--- src/rtl/regfile_pkg.sv ---
// Shared defaults and types for the integer register file.
package regfile_pkg;
  localparam int DEF_XLEN  = 32;
  localparam int DEF_NREGS = 32;
  localparam int DEF_AW    = $clog2(DEF_NREGS);

  typedef logic [DEF_AW-1:0]   reg_addr_t;
  typedef logic [DEF_XLEN-1:0] xlen_t;
endpackage

--- src/rtl/regfile_scoreboard.sv ---
// Per-register busy bits: set from issue, cleared by writeback or flush.
module regfile_scoreboard import regfile_pkg::*; #(
  parameter int NREGS = DEF_NREGS,
  parameter int AW    = $clog2(NREGS)
) (
  input  logic             clk,
  input  logic             rst,
  input  logic             stall,
  input  logic             flush,
  input  logic             sb_set,
  input  logic [AW-1:0]    sb_addr,
  input  logic [NREGS-1:0] clr,
  output logic [NREGS-1:0] busy,
  output logic             busy_any
);

  logic [NREGS-1:0] busy_r;
  logic [NREGS-1:0] busy_nxt_s;

  // A new producer issued in the same cycle beats both retire-clear and flush.
  always_comb begin
    busy_nxt_s = {NREGS{1'b0}};
    for (int i = 1; i < NREGS; i++) begin
      busy_nxt_s[i] = (sb_set && !stall && (sb_addr == AW'(i)))
                    || (busy_r[i] && !clr[i] && !flush);
    end
  end

  // Busy state register.
  always_ff @(posedge clk or posedge rst) begin
    if (rst) begin
      busy_r <= {NREGS{1'b0}};
    end else begin
      busy_r <= busy_nxt_s;
    end
  end

  assign busy     = busy_r;
  assign busy_any = |busy_r;

endmodule

--- src/rtl/regfile_sb.sv ---
// Multi-port register file with write-through bypass, stall hold and busy scoreboard.
module regfile_sb import regfile_pkg::*; #(
  parameter int XLEN  = DEF_XLEN,
  parameter int NREGS = DEF_NREGS,
  parameter int NRD   = 2,
  parameter int NWR   = 2,
  localparam int AW   = $clog2(NREGS)
) (
  input  logic                      clk,
  input  logic                      rst,
  input  logic                      stall,
  input  logic                      flush,
  input  logic [NWR-1:0]            wr_en,
  input  logic [NWR-1:0][AW-1:0]    wr_addr,
  input  logic [NWR-1:0][XLEN-1:0]  wr_data,
  input  logic [NRD-1:0][AW-1:0]    rd_addr,
  output logic [NRD-1:0][XLEN-1:0]  rd_data,
  output logic [NRD-1:0]            rd_busy,
  input  logic                      sb_set,
  input  logic [AW-1:0]             sb_addr,
  output logic                      busy_any
);

  logic [XLEN-1:0]  regs_r [NREGS];
  logic [NWR-1:0]   wr_eff_s;
  logic [NREGS-1:0] wr_clr_s;
  logic [NREGS-1:0] busy_s;

  // Effective writes: x0 is hardwired, stall freezes all commits.
  always_comb begin
    wr_eff_s = {NWR{1'b0}};
    for (int w = 0; w < NWR; w++) begin
      wr_eff_s[w] = wr_en[w] && !stall && (wr_addr[w] != {AW{1'b0}});
    end
  end

  // Retire-clear vector for the scoreboard.
  always_comb begin
    wr_clr_s = {NREGS{1'b0}};
    for (int w = 0; w < NWR; w++) begin
      for (int i = 0; i < NREGS; i++) begin
        wr_clr_s[i] = wr_clr_s[i] | (wr_eff_s[w] && (wr_addr[w] == AW'(i)));
      end
    end
  end

  // Storage; ascending port order lets the highest-index port win a collision.
  always_ff @(posedge clk or posedge rst) begin
    if (rst) begin
      for (int i = 0; i < NREGS; i++) begin
        regs_r[i] <= {XLEN{1'b0}};
      end
    end else begin
      for (int w = 0; w < NWR; w++) begin
        if (wr_eff_s[w]) begin
          regs_r[wr_addr[w]] <= wr_data[w];
        end
      end
    end
  end

  // Read muxes with bypass from the highest-index matching committing write.
  always_comb begin
    rd_data = {(NRD*XLEN){1'b0}};
    rd_busy = {NRD{1'b0}};
    for (int r = 0; r < NRD; r++) begin
      logic            hit_s;
      logic [XLEN-1:0] data_s;
      hit_s  = 1'b0;
      data_s = regs_r[rd_addr[r]];
      for (int w = 0; w < NWR; w++) begin
        data_s = (wr_eff_s[w] && (wr_addr[w] == rd_addr[r])) ? wr_data[w] : data_s;
        hit_s  = hit_s | (wr_eff_s[w] && (wr_addr[w] == rd_addr[r]));
      end
      rd_data[r] = data_s;
      rd_busy[r] = busy_s[rd_addr[r]] && !hit_s;
    end
  end

  regfile_scoreboard #(
    .NREGS (NREGS),
    .AW    (AW)
  ) u_scoreboard (
    .clk      (clk),
    .rst      (rst),
    .stall    (stall),
    .flush    (flush),
    .sb_set   (sb_set),
    .sb_addr  (sb_addr),
    .clr      (wr_clr_s),
    .busy     (busy_s),
    .busy_any (busy_any)
  );

endmodule

--- config.mk ---
export PLATFORM = sky130hd
export DESIGN_NAME = regfile_sb
export DESIGN_NICKNAME = d
export VERILOG_FILES = /design/src/rtl/regfile_pkg.sv /design/src/rtl/regfile_scoreboard.sv /design/src/rtl/regfile_sb.sv
export SDC_FILE = /design/constraint.sdc
export NUM_CORES = 2
export LEC_CHECK = 0
export CORE_MARGIN = 5
export CORE_UTILIZATION = 30
export CTS_BUF_LIST = sky130_fd_sc_hd__clkbuf_8
export CTS_CLUSTER_SIZE = 30
export DETAILED_ROUTE_END_ITERATION = 12
export GPL_TIMING_DRIVEN = 0
export SYNTH_ARGS = -nofsm -noshare
export SYNTH_HDL_FRONTEND = slang
export SYNTH_SLANG_ARGS = --single-unit
--- constraint.sdc ---
create_clock -name clk -period 38.6 [get_ports clk]
set_input_delay 7.72 -clock clk [delete_from_list [all_inputs] [get_ports clk]]
set_output_delay 7.72 -clock clk [all_outputs]
set_load 0.01 [all_outputs]
==> qor.txt <==
Die ar. -> 229,000 um2
Clock Latency Late Sink -> 1.00 ns
Site Rows -> 172
status -> finished with violations
first-pass GRT wire length -> 480,000 um
Final Total Pwr -> 3.61 mW
Final setup viols -> 0
final hold slack -> 0.481 ns
CP most frequent cell -> clkdlybuf4s50_1
CP delay by family, top -> buffers and inverters
hpwl dp -> 246,000 um
Residual DRC -> 0
Starting Density -> 0.301
Syn Inst Count -> 6,240
GRT Residual Overflow -> 0
DRT antenna net count -> 0
final core utilization -> 0.341
Placer Congestion -> 1.03
worst min-delay path category -> flip-flop to flip-flop
XOR/XNOR Fraction of Synth Area -> 0.00266
buffers plus inverters on the worst setup path -> 3
Synth Area in Compound Gates -> 0.109
part of the cycle the worst path needs -> 0.526
Setup Skew -> 0 ns
maxcap violations -> 29
highest clock rate -> 49.2 MHz
Slew Limit Fails -> 284
Yosys cell types -> 55
share of layout cells above drive strength 1 -> 0.173
Tmin final -> 20.32 ns
RSZ-0062 raised after global routing -> no
flip-flop and latch count after synthesis -> 1,055
PD cells -> 48.3 nW/um2
Sink Count -> 1,055
post-route setup TNS -> 0 ns
worst endpoint required time -> 30.88 ns
core area -> 219,000 um2
hold_buf cts -> 0
Post-synth EDFFs -> 0
Leak Pwr -> 31.8 nW
postcts setup bufs -> 0
CP Launch Type -> input pin
Longest Clk Path Bufs -> 3
Post-Synth Simple-Gate Area -> 0.0933
max_slew headroom -> -0.120
Synth Cell Area -> 65,900 um2
CTS resizes -> 0
1st-pass router iterations -> 7
area grow syn2layout -> 13.5%
Root Buffer -> clkbuf_8
Final Non-Filler Cells -> 9,574
max incr delay on CP -> 1.07 ns
Vias/cell -> 6.36
CTS buffer count -> 193
largest net degree at the start of global routing -> 122
crit end category -> primary output
CP max FO -> 10
Syn Area/Cell -> 10.6 um2
Post-Route WL -> 356,000 um
WL/cell -> 37.2 um
pin slew with the least headroom to its limit -> 1.68 ns
Post-synth top flop -> dfrtp_1
Setup CP Type -> input pin to primary output
register area share after synthesis -> 0.401
via count of the first global-routing pass -> 60,100
gr usage total -> 0.300
vias -> 60,900
Die Span Y -> 479 um
antenna violations before repair -> 40
adder-cell share of the synthesized area -> 0
H-tree levels -> 4
violated checks -> capacitance limit, slew limit
fraction of synthesized area in multiplexers -> 0.333
input/output buffers -> 87
Cell Chain, Critical Path -> clkdlybuf4s50_1 -> nand3b_1 -> clkbuf_1 -> o22ai_1 -> nor4_1 -> nand2_1 -> a31oi_1 -> clkdlybuf4s50_1
Crit-path slowest cell -> clkbuf_1
largest family of logic cells by synthesized area -> multiplexers
Die X -> 479 um
top-level I/O count -> 163
crit path DAT -> 12.60 ns
Initial DRC Count -> 10,400
Syn Nets -> 6,336
ys async rst share -> 1.00
Nets -> 6,630
DP Cell Count -> 9,210
clk slew on worst S/H paths -> 0.05 ns
CTS tree -> done
Peak supply drop -> 38.0 uV
Ys Warns -> 0
count of final hold-check violations -> 0
==> placed cells by master (no fill, tap or decap), drive strengths merged, types with 2 or more instances in the layout <==
cell,n
dfrtp,1055
mux2i,1007
clkbuf,743
nor2,653
nand2,615
a21oi,548
mux4,525
o21ai,480
buf,338
o22ai,246
clkdlybuf4s50,87
inv,75
nor4,70
a31oi,63
diode,21
clkinv,17
nand4b,16
nand3,15
or4b,14
nand3b,14
xor2,13
nand2b,12
nor3b,9
nor2b,9
xnor2,7
mux2,6
or2,5
or3,4
bufinv,4
a2111oi,4
and4,3
nand4,3
and2,3
clkinvlp,3
nor3,3
a211oi,2
a311oi,2
==> metal layers <==
metal  vias up  global-route usage  routed length, um
li1      23400                   -                  -
met2      5251               0.414             144000
met3      1556               0.160              55600
met1     30600               0.347             124000
met4        54               0.221              30900
met5         -              0.0288               1100
==> report_power, final <==
| group | switching (mW) | total, mW | internal [mW] |
|---|---|---|---|
| clock | 0.558 | 1.16 | 0.603 |
| sequential | 0.207 | 1.57 | 1.36 |
| combinational | 0.429 | 0.885 | 0.456 |
| total | 1.19 | 3.61 | 2.42 |
==> area by class of cell <==
cell class	instances	area, um2
diodes	21	52.6
plain buffers	822	4030
clock buffers	247	3400
clock inverters	96	613
fillers	22200	144000
inverters	3	18.8
multi-input cells	4360	35500
flip-flops and latches	1055	26400
well taps	2871	3590
repair buffers	99	1190
==> worst reg2reg max path: stages (launching register included) <==
cell,delay [ns]
dfrtp_1,0.41
or4b_2,0.60
o21ai_0,0.11
==> metrics by stage <==
stage / cell area (um2) / worst slack (ns)
after global placement: 70400 / -13.37
final: 74800 / 18.28
after floorplan: 65900 / 1.18
after detailed placement: 70700 / 18.55
after CTS: 74700 / 18.53
after global routing: 74700 / 18.47
==> registers in the layout (all words and copies together), names as in the netlist <==
name	cells
regs_r	1024
u_scoreboard.busy	31
==> kinds of logic after synthesis <==
| kind of cell | after synthesis |
|---|---|
| muxes | 1538 |
| and+or+nand+nor | 1452 |
| AOI/OAI and AO/OA | 1350 |
| DFF | 1055 |
| buffers and inverters | 825 |
| xor gates and xnor gates | 20 |
==> cells in the mapped netlist, types with 3 or more instances <==
| cell type | count | area [um2] |
|---|---|---|
| a31oi_1 | 63 | 394 |
| nand4_1 | 3 | 18.8 |
| mux2i_1 | 1007 | 10100 |
| dfrtp_1 | 1055 | 26400 |
| buf_1 | 66 | 248 |
| nand4b_1 | 16 | 140 |
| nor4_1 | 70 | 438 |
| nor2_1 | 637 | 2390 |
| a21oi_1 | 548 | 2740 |
| nor2_2 | 12 | 75.1 |
| nand3b_1 | 13 | 97.6 |
| o21ai_1 | 28 | 140 |
| xnor2_1 | 7 | 61.3 |
| nand2_1 | 615 | 2310 |
| o21ai_0 | 452 | 2260 |
| nand3_1 | 14 | 70.1 |
| or3_1 | 4 | 25.0 |
| clkbuf_1 | 481 | 1810 |
| a2111oi_0 | 3 | 26.3 |
| o22ai_1 | 246 | 1540 |
| clkbuf_4 | 15 | 113 |
| mux2_2 | 6 | 67.6 |
| and4_1 | 3 | 26.3 |
| buf_4 | 86 | 646 |
| nor2_8 | 4 | 80.1 |
| nor2b_1 | 8 | 50.1 |
| mux4_2 | 525 | 11800 |
| and2_1 | 3 | 18.8 |
| nand2b_1 | 11 | 68.8 |
| inv_1 | 3 | 11.3 |
| xor2_1 | 13 | 114 |
| or2_2 | 5 | 31.3 |
| buf_2 | 121 | 606 |
| buf_6 | 53 | 597 |
| nor3b_1 | 8 | 60.1 |
| or4b_2 | 14 | 140 |
==> path summary, 6_finish.rpt <==
| path | slack [ns] | startpoint | endpoint | depth (start not counted) |
|---|---|---|---|---|
| worst max-delay path | 18.28 | rd_addr[9] | rd_data[56] | 8 |
| worst min-delay path | 0.48 | regs_r[1003]$_DFF_PP0_ | regs_r[1003]$_DFF_PP0_ | 1 |
| worst max register to register | 37.39 | u_scoreboard.busy[29]$_DFF_PP0_ | u_scoreboard.busy[29]$_DFF_PP0_ | 2 |
| worst min register to register | 0.48 | regs_r[1003]$_DFF_PP0_ | regs_r[1003]$_DFF_PP0_ | 1 |
| max in group asynchronous | 29.08 | rst | regs_r[889]$_DFF_PP0_ | 6 |
| min in group asynchronous | 7.15 | rst | regs_r[67]$_DFF_PP0_ | 2 |
No activity file was read; power rests on OpenSTA's default activity.
